[config.mk]
export PLATFORM = sky130hd
export DESIGN_NAME = wb_master_standard_flat
export DESIGN_NICKNAME = d
export VERILOG_FILES = /design/src/rtl/wb_master_standard_pkg.sv /design/src/rtl/wb_master_standard_if.sv /design/src/rtl/wb_master_standard.sv /design/src/flat_wrapper.sv
export SDC_FILE = /design/constraint.sdc
export NUM_CORES = 1
export LEC_CHECK = 0
export CORE_ASPECT_RATIO = 0.5
export CORE_MARGIN = 10
export CORE_UTILIZATION = 43
export CTS_CLUSTER_DIAMETER = 200
export DETAILED_ROUTE_END_ITERATION = 7
export GPL_TIMING_DRIVEN = 1
export PLACE_DENSITY_LB_ADDON = 0.3
export SYNTH_ARGS = -nofsm -noshare
export SYNTH_HDL_FRONTEND = slang
export SYNTH_SLANG_ARGS = --single-unit
[constraint.sdc]
create_clock -name clk -period 2.4 [get_ports clk]
set_input_delay 0.6 -clock clk [delete_from_list [all_inputs] [get_ports clk]]
set_output_delay 0.6 -clock clk [all_outputs]
set_load 0.01 [all_outputs]
[src/rtl/wb_master_standard_pkg.sv]
// Shared types and defaults for the Wishbone classic master: FSM state encoding
// and the default bus widths.
package wb_pkg;

  localparam int WB_AW_DEFAULT = 16;
  localparam int WB_DW_DEFAULT = 16;
  localparam int WB_CNT_W      = 16;

  typedef enum logic [1:0] {
    IDLE = 2'd0,
    BUS  = 2'd1,
    RESP = 2'd2
  } wb_state_e;

endpackage

[src/rtl/wb_master_standard_if.sv]
// Command/response handshake plus Wishbone classic master bus for wb_master_standard.
// The master modport is the block's view; the slave modport is the environment's view.
interface wb_master_standard_if #(
  parameter int AW = wb_pkg::WB_AW_DEFAULT,
  parameter int DW = wb_pkg::WB_DW_DEFAULT
);

  logic          cmd_valid;
  logic          cmd_ready;
  logic          cmd_we;
  logic [AW-1:0] cmd_adr;
  logic [DW-1:0] cmd_dat;

  logic          rsp_valid;
  logic          rsp_ready;
  logic [DW-1:0] rsp_dat;
  logic          rsp_err;

  logic          wb_cyc;
  logic          wb_stb;
  logic          wb_we;
  logic [AW-1:0] wb_adr;
  logic [DW-1:0] wb_dat_o;
  logic [DW-1:0] wb_dat_i;
  logic          wb_ack;
  logic          wb_stall;

  modport master (
    input  cmd_valid, cmd_we, cmd_adr, cmd_dat, rsp_ready, wb_dat_i, wb_ack, wb_stall,
    output cmd_ready, rsp_valid, rsp_dat, rsp_err, wb_cyc, wb_stb, wb_we, wb_adr, wb_dat_o
  );

  modport slave (
    output cmd_valid, cmd_we, cmd_adr, cmd_dat, rsp_ready, wb_dat_i, wb_ack, wb_stall,
    input  cmd_ready, rsp_valid, rsp_dat, rsp_err, wb_cyc, wb_stb, wb_we, wb_adr, wb_dat_o
  );

endinterface

[src/rtl/wb_master_standard.sv]
// Single-outstanding Wishbone classic master: command -> one bus cycle -> response, with ack timeout.
// Latency 2 cycles min (ack in first BUS cycle); response held until rsp_ready, no new command meanwhile.
module wb_master_standard
  import wb_pkg::*;
#(
  parameter int AW      = WB_AW_DEFAULT,
  parameter int DW      = WB_DW_DEFAULT,
  parameter int TIMEOUT = 255
) (
  input logic                  clk,
  input logic                  rst_n,
  wb_master_standard_if.master bus
);

  localparam logic [WB_CNT_W-1:0] TIMEOUT_C = WB_CNT_W'(TIMEOUT);

  wb_state_e           state_q, state_d;
  logic [WB_CNT_W-1:0] cnt_q, cnt_d;
  logic                wb_we_q, wb_we_d;
  logic [AW-1:0]       wb_adr_q, wb_adr_d;
  logic [DW-1:0]       wb_dat_q, wb_dat_d;
  logic [DW-1:0]       rsp_dat_q, rsp_dat_d;
  logic                rsp_err_q, rsp_err_d;

  always_ff @(posedge clk or negedge rst_n) begin
    if (!rst_n) begin
      state_q <= IDLE;
    end else begin
      state_q <= state_d;
    end
  end

  // Ack takes priority over an expiring counter in the same cycle.
  always_comb begin
    state_d = state_q;
    case (state_q)
      IDLE:    if (bus.cmd_valid) state_d = BUS;
      BUS:     if (bus.wb_ack || (cnt_q == TIMEOUT_C)) state_d = RESP;
      RESP:    if (bus.rsp_ready) state_d = IDLE;
      default: state_d = IDLE;
    endcase
  end

  always_comb begin
    bus.cmd_ready = (state_q == IDLE);
    bus.wb_cyc    = (state_q == BUS);
    bus.wb_stb    = (state_q == BUS);
    bus.rsp_valid = (state_q == RESP);
    bus.wb_we     = wb_we_q;
    bus.wb_adr    = wb_adr_q;
    bus.wb_dat_o  = wb_dat_q;
    bus.rsp_dat   = rsp_dat_q;
    bus.rsp_err   = rsp_err_q;
  end

  always_comb begin
    cnt_d     = cnt_q;
    wb_we_d   = wb_we_q;
    wb_adr_d  = wb_adr_q;
    wb_dat_d  = wb_dat_q;
    rsp_dat_d = rsp_dat_q;
    rsp_err_d = rsp_err_q;
    if ((state_q == IDLE) && bus.cmd_valid) begin
      cnt_d    = '0;
      wb_we_d  = bus.cmd_we;
      wb_adr_d = bus.cmd_adr;
      wb_dat_d = bus.cmd_dat;
    end else if (state_q == BUS) begin
      if (bus.wb_ack) begin
        rsp_dat_d = wb_we_q ? '0 : bus.wb_dat_i;
        rsp_err_d = 1'b0;
      end else if (cnt_q == TIMEOUT_C) begin
        rsp_dat_d = '0;
        rsp_err_d = 1'b1;
      end else begin
        cnt_d = cnt_q + 1'b1;
      end
    end
  end

  always_ff @(posedge clk or negedge rst_n) begin
    if (!rst_n) begin
      cnt_q     <= '0;
      wb_we_q   <= 1'b0;
      wb_adr_q  <= '0;
      wb_dat_q  <= '0;
      rsp_dat_q <= '0;
      rsp_err_q <= 1'b0;
    end else begin
      cnt_q     <= cnt_d;
      wb_we_q   <= wb_we_d;
      wb_adr_q  <= wb_adr_d;
      wb_dat_q  <= wb_dat_d;
      rsp_dat_q <= rsp_dat_d;
      rsp_err_q <= rsp_err_d;
    end
  end

endmodule

[src/flat_wrapper.sv]
// flat-port wrapper written by rule: the top's interface ports become plain ports
module wb_master_standard_flat import wb_pkg::*;
#(
  parameter int AW      = WB_AW_DEFAULT,
  parameter int DW      = WB_DW_DEFAULT,
  parameter int TIMEOUT = 255
)
  (clk, rst_n, bus_cmd_valid, bus_cmd_we, bus_cmd_adr, bus_cmd_dat, bus_rsp_ready, bus_wb_dat_i, bus_wb_ack, bus_wb_stall, bus_cmd_ready, bus_rsp_valid, bus_rsp_dat, bus_rsp_err, bus_wb_cyc, bus_wb_stb, bus_wb_we, bus_wb_adr, bus_wb_dat_o);
  wb_master_standard_if #(.AW(AW), .DW(DW)) bus_i ();
  input logic clk;
  input logic rst_n;
  input wire logic [$bits(bus_i.cmd_valid)-1:0] bus_cmd_valid;
  input wire logic [$bits(bus_i.cmd_we)-1:0] bus_cmd_we;
  input wire logic [$bits(bus_i.cmd_adr)-1:0] bus_cmd_adr;
  input wire logic [$bits(bus_i.cmd_dat)-1:0] bus_cmd_dat;
  input wire logic [$bits(bus_i.rsp_ready)-1:0] bus_rsp_ready;
  input wire logic [$bits(bus_i.wb_dat_i)-1:0] bus_wb_dat_i;
  input wire logic [$bits(bus_i.wb_ack)-1:0] bus_wb_ack;
  input wire logic [$bits(bus_i.wb_stall)-1:0] bus_wb_stall;
  output wire logic [$bits(bus_i.cmd_ready)-1:0] bus_cmd_ready;
  output wire logic [$bits(bus_i.rsp_valid)-1:0] bus_rsp_valid;
  output wire logic [$bits(bus_i.rsp_dat)-1:0] bus_rsp_dat;
  output wire logic [$bits(bus_i.rsp_err)-1:0] bus_rsp_err;
  output wire logic [$bits(bus_i.wb_cyc)-1:0] bus_wb_cyc;
  output wire logic [$bits(bus_i.wb_stb)-1:0] bus_wb_stb;
  output wire logic [$bits(bus_i.wb_we)-1:0] bus_wb_we;
  output wire logic [$bits(bus_i.wb_adr)-1:0] bus_wb_adr;
  output wire logic [$bits(bus_i.wb_dat_o)-1:0] bus_wb_dat_o;
  assign bus_i.cmd_valid = bus_cmd_valid;
  assign bus_i.cmd_we = bus_cmd_we;
  assign bus_i.cmd_adr = bus_cmd_adr;
  assign bus_i.cmd_dat = bus_cmd_dat;
  assign bus_i.rsp_ready = bus_rsp_ready;
  assign bus_i.wb_dat_i = bus_wb_dat_i;
  assign bus_i.wb_ack = bus_wb_ack;
  assign bus_i.wb_stall = bus_wb_stall;
  assign bus_cmd_ready = bus_i.cmd_ready;
  assign bus_rsp_valid = bus_i.rsp_valid;
  assign bus_rsp_dat = bus_i.rsp_dat;
  assign bus_rsp_err = bus_i.rsp_err;
  assign bus_wb_cyc = bus_i.wb_cyc;
  assign bus_wb_stb = bus_i.wb_stb;
  assign bus_wb_we = bus_i.wb_we;
  assign bus_wb_adr = bus_i.wb_adr;
  assign bus_wb_dat_o = bus_i.wb_dat_o;
  wb_master_standard #(.AW(AW), .DW(DW), .TIMEOUT(TIMEOUT)) u_core (.clk(clk), .rst_n(rst_n), .bus(bus_i));
endmodule
After elaboration in Yosys (flattened, before gate mapping)
Index checks and enable logic that the tools add are counted.
{ "classes": {"n_mux": 13, "eq_ne": 8, "addsub": 1, "reduce_logical": 8, "n_bitwise": 1} }
{ "ops": {"columns": ["op", "n"], "rows": [
  ["$mux W16", 7],
  ["$add A16 B1 Y16 const B", 1],
  ["$eq A16 B8 Y1 const B", 1],
  ["$reduce_and A3 Y1", 3],
  ["$mux W2", 3],
  ["$ne A2 B1 Y1 const B", 3],
  ["$pmux W2 S3", 1],
  ["$ne A2 B2 Y1 const B", 2],
  ["$reduce_bool A2 Y1", 2],
  ["$eq A2 B1 Y1 const B", 1],
  ["$eq A2 B2 Y1 const B", 1],
  ["$logic_not A2 Y1", 1],
  ["$mux W1", 2],
  ["$logic_and A1 B1 Y1", 1],
  ["$logic_or A1 B1 Y1", 1],
  ["$not A1 Y1", 1]
]} }
{ "totals": {"out_inout_bits": 54, "regBits": 68, "word_cells": 38, "inputBits": 55} }

Longest topological paths before layout
{ "depth": {"ltp_word": 5, "ltp_mapped": 6, "ltp_nobuf": 5} }

Worst setup path after synthesis
OpenSTA, ideal clock, no wires.
{ "synth_path": {"path_kind": "input to register", "from": "input port bus_wb_ack", "to": "register u_core.cnt_q[9]", "setup_slack_ps": 256, "required_time_ps": 2322, "cell_stages": 6, "setup_ps": 78, "arrival_ps": 2066, "cell_sequence": "or3b_1 -> buf_2 -> or2_0 -> clkbuf_2 -> or4_1 -> a21oi_1"} }
{ "synth_between": {"elab_chain_cells": 2} }
{ "synth_rtl": {"columns": ["item", "line", "source"], "rows": [
  ["start: declaration", "flat_wrapper.sv:18", "input wire logic [$bits(bus_i.wb_ack)-1:0] bus_wb_ack;"],
  ["$ne A2 B1 Y1 (no source line)", null, null],
  ["$reduce_and A3 Y1 (no source line)", null, null],
  ["end signal: assignment", "wb_master_standard.sv:90", "cnt_q <= cnt_d;"],
  ["end: declaration", "wb_master_standard.sv:18", "logic [WB_CNT_W-1:0] cnt_q, cnt_d;"]
]} }
Every way passes these cells.
A chain may end at the register's enable or synchronous reset.

Final worst setup path
{ "layout_path": {"from": "register u_core.state_q[1]", "to": "output port bus_wb_stb"} }
{ "layout_between": {"elab_chain_cells": 1} }
{ "layout_rtl": {"columns": ["item", "line", "source"], "rows": [
  ["start: declaration", "wb_master_standard.sv:17", "wb_state_e state_q, state_d;"],
  ["start signal: assignment", "wb_master_standard.sv:29", "state_q <= state_d;"],
  ["$eq A2 B1 Y1", "wb_master_standard.sv:47", "bus.wb_stb = (state_q == BUS);"],
  ["end: declaration", "flat_wrapper.sv:25", "output wire logic [$bits(bus_i.wb_stb)-1:0] bus_wb_stb;"]
]} }
Every way passes these cells.

==> flow_summary_export.csv <==
group,metric,value,unit
cts,cts_buffers,9,
critical_path,critPathLaunchType,"flip-flop",
placement,place_hpwl,6.143,mm
final_layout,finalNonFillerCells,494,
cts,cts.htree.levels,3,
final_layout,diodes,0,
yosys,synth.top_cell.area_share,60.50,%
timing,finalCritPeriodShare,92.43,%
drt,dr.pass1.iters,4,
drt,num_vias,2554,
floorplan,initial_utilization,45.32,%
cts,post_cts_buffers,0,
cts,clock_latency,0.33,ns
yosys,avgSynthCellArea,9.835,um^2
power,powerDensity,1231,nW/um^2
cts,tritoncts,"built",
timing,setup_viol,0,
drt,wire_per_inst,17.28,um
drt,drc_errors,0,
global_routing,grt_max_degree,46,
critical_path,critPathSlowestCell,"clkdlybuf4s50_1",
drt,ant_nets,0,
power,vdd_drop_max,0.6858,mV
critical_path,critPathRequiredTime,1.80,ns
critical_path,ff2ff_setup_slack,0.46,ns
timing,relSlewSlack,29.34,%
floorplan,die_area,10370,um^2
drt,routed_via_density,5.170,
power,power_leakage,2.029,nW
placement,gp_congestion,0.8461,
critical_path,crit_arrival,1.62,ns
placement,dpl.cell_count,478,
critical_path,path_cells,"nor2b_2 -> clkdlybuf4s50_1",
final_layout,fin_nets,457,
timing,rsz0062_at_grt,"false",
timing,holdWs,0.2581,ns
critical_path,crit_type,"reg2out",
cts,clk_pin_slew,0.05,ns
run,maxCapViolations,0,
global_routing,overflow,0,
global_routing,antenna_found_initial,0,
yosys,synth_nets,342,
timing,period_needed,2.218,ns
floorplan,io_pins,109,
yosys,synth-edff-count,0,
final_layout,fillers,467,
global_routing,grt_use_total,16.42,%
critical_path,cp_slowest_stage_delay,0.59,ns
critical_path,crit_path_end_kind,"primary output",
floorplan,coreArea,6206,um^2
placement,port_buffers,107,
yosys,ys_types,36,
cts,clock_path_buffers,2,
yosys,ys_seq_elements,68,
yosys,async_flop_share,100.0,%
yosys,yosysWarnings,0,
hold_path,hold_path.class,"in2async",
drt,wl,8.535,mm
final_layout,layout-drive-gt1-share,8.128,%
drt,drtIter0Drc,160,
critical_path,path_buf_inv,1,
floorplan,fp.dieW,134.4,um
status,status,"finished clean",
timing,setup-tns-final,0,ns
yosys,synth_most_common_cell,"nand2_1",
critical_path,critPathTopFamily,"buffers and inverters",
global_routing,grt_pass1_vias,2632,
critical_path,rr_startpoint,"u_core.state_q[1]",
floorplan,chipHeight,77.19,um
timing,fmax,450.8,MHz
critical_path,r2r_cells,4,
power,power,5.429,mW
yosys,ys_seq_area_share,60.50,%
yosys,synth_ff_type,"dfrtp_1",
cts,hold_buffers,0,
timing,finClkSkew,0.005908,ns
final_layout,synthToLayoutAreaGrowth,56.76,%
cts,cts_resized,0,
critical_path,crit_path_max_fanout,6,
yosys,synth_top_area_cell,"dfrtp_1",
yosys,syn_inst,286,
timing,drv_slew,0,
yosys,ys_top_cells_by_area,"dfrtp_1, nand2_1, a22o_1, o31ai_1, a21oi_1",
global_routing,grt_pass1_wl,13.60,mm
critical_path,timing.rr.end,"u_core.bus.rsp_dat[5]",
cts,cts.sinks,68,
timing,worst_slew_pin_slew,1.056,ns
floorplan,core.rowCount,20,
cts,cts-root-buf,"clkbuf_16",
yosys,synth_commonest_cells,"nand2_1, dfrtp_1, a22o_1, clkbuf_1, a21oi_1",
yosys,synth_area,2813,um^2
timing,finalHoldViolCount,0,
-- per-stage QoR --
| step | setup slack [ns] | util [%] | cell area [um^2] |
|---|---|---|---|
| floorplan | 0.2563 | - | 2813 |
| CTS | 0.05212 | 71.01 | 4407 |
| finish | 0.1817 | 71.05 | 4409 |
| global route | 0.07300 | 71.05 | 4409 |
| global placement | -0.07759 | 64.98 | 4033 |
| detailed placement | -0.08986 | 64.98 | 4033 |
-- layer usage --
layer  track usage [%]  up-vias  part of all wire (%)
met5                 0        -                     0
met4             5.724        0                   1.3
met3             7.997       12                   8.7
met2             27.72       99                    50
met1             17.59     1234                    40
li1                  -     1209                     -
-- how the worst max path moves through the flow --
stage                            from               end  slack, ns  cells after the start
CTS                 u_core.state_q[1]        bus_wb_stb       0.05                      2
global route        u_core.state_q[0]        bus_wb_stb       0.07                      2
global placement           bus_wb_ack  u_core.cnt_q[15]      -0.08                      7
finish              u_core.state_q[1]        bus_wb_stb       0.18                      2
floorplan                  bus_wb_ack   u_core.cnt_q[9]       0.26                      6
detailed placement         bus_wb_ack   u_core.cnt_q[9]      -0.09                      5
-- area by class of cell --
| class | instances | area, um^2 | area share, % |
|---|---|---|---|
| inverters | 3 | 11.26 | 0.2554 |
| well taps | 88 | 110.1 | 2.497 |
| flip-flops and latches | 68 | 1702 | 38.59 |
| clock buffers | 10 | 239.0 | 5.420 |
| multi-input cells | 199 | 1036 | 23.50 |
| repair buffers | 120 | 1176 | 26.67 |
| clock inverters | 6 | 135.1 | 3.065 |
-- cells by family (layout without fill, tap and decap cells) --
logic type / after synthesis / in the layout / share of synthesized area, %
xor gates and xnor gates: 1 / 1 / 0.3114
and+or+nand+nor: 152 / 152 / 23.93
adders and majority gates: 1 / 1 / 0.4448
buffers and inverters: 19 / 139 / 2.757
AOI/OAI and AO/OA: 42 / 42 / 10.99
DFF: 68 / 68 / 60.50
muxes: 3 / 3 / 1.068
-- worst reg2reg max path: stages, from the launching register on --
cell	delay [ns]
dfrtp_1	0.45
nor2b_2	0.26
nand2_1	0.08
nor2_1	0.80
a22o_1	0.30
-- state kept, by name (all words and copies together) (netlist names) --
signal               cells
u_core.cnt_q            16
u_core.bus.rsp_err       1
u_core.bus.rsp_dat      16
u_core.bus.wb_dat_o     16
u_core.bus.wb_we         1
u_core.bus.wb_adr       16
u_core.state_q           2
-- where the power goes --
| group | internal, mW | switching [mW] | total (mW) |
|---|---|---|---|
| clock network | 1.15 | 0.481 | 1.63 |
| registers | 1.56 | 0.251 | 1.81 |
| logic | 1.07 | 0.924 | 1.99 |
| total | 3.77 | 1.66 | 5.43 |
-- cell usage in the layout, fill, tap and decap left out, types with 4 or more instances in the layout --
cell,count
dfrtp_1,68
nand3_1,6
o31ai_1,8
clkbuf_16,9
clkdlybuf4s50_1,106
bufinv_16,4
buf_4,12
a22o_1,16
or4_1,6
nand4_1,4
a21oi_1,10
nor2_1,7
nand2_1,110
No activity file was read; power rests on OpenSTA's default activity.
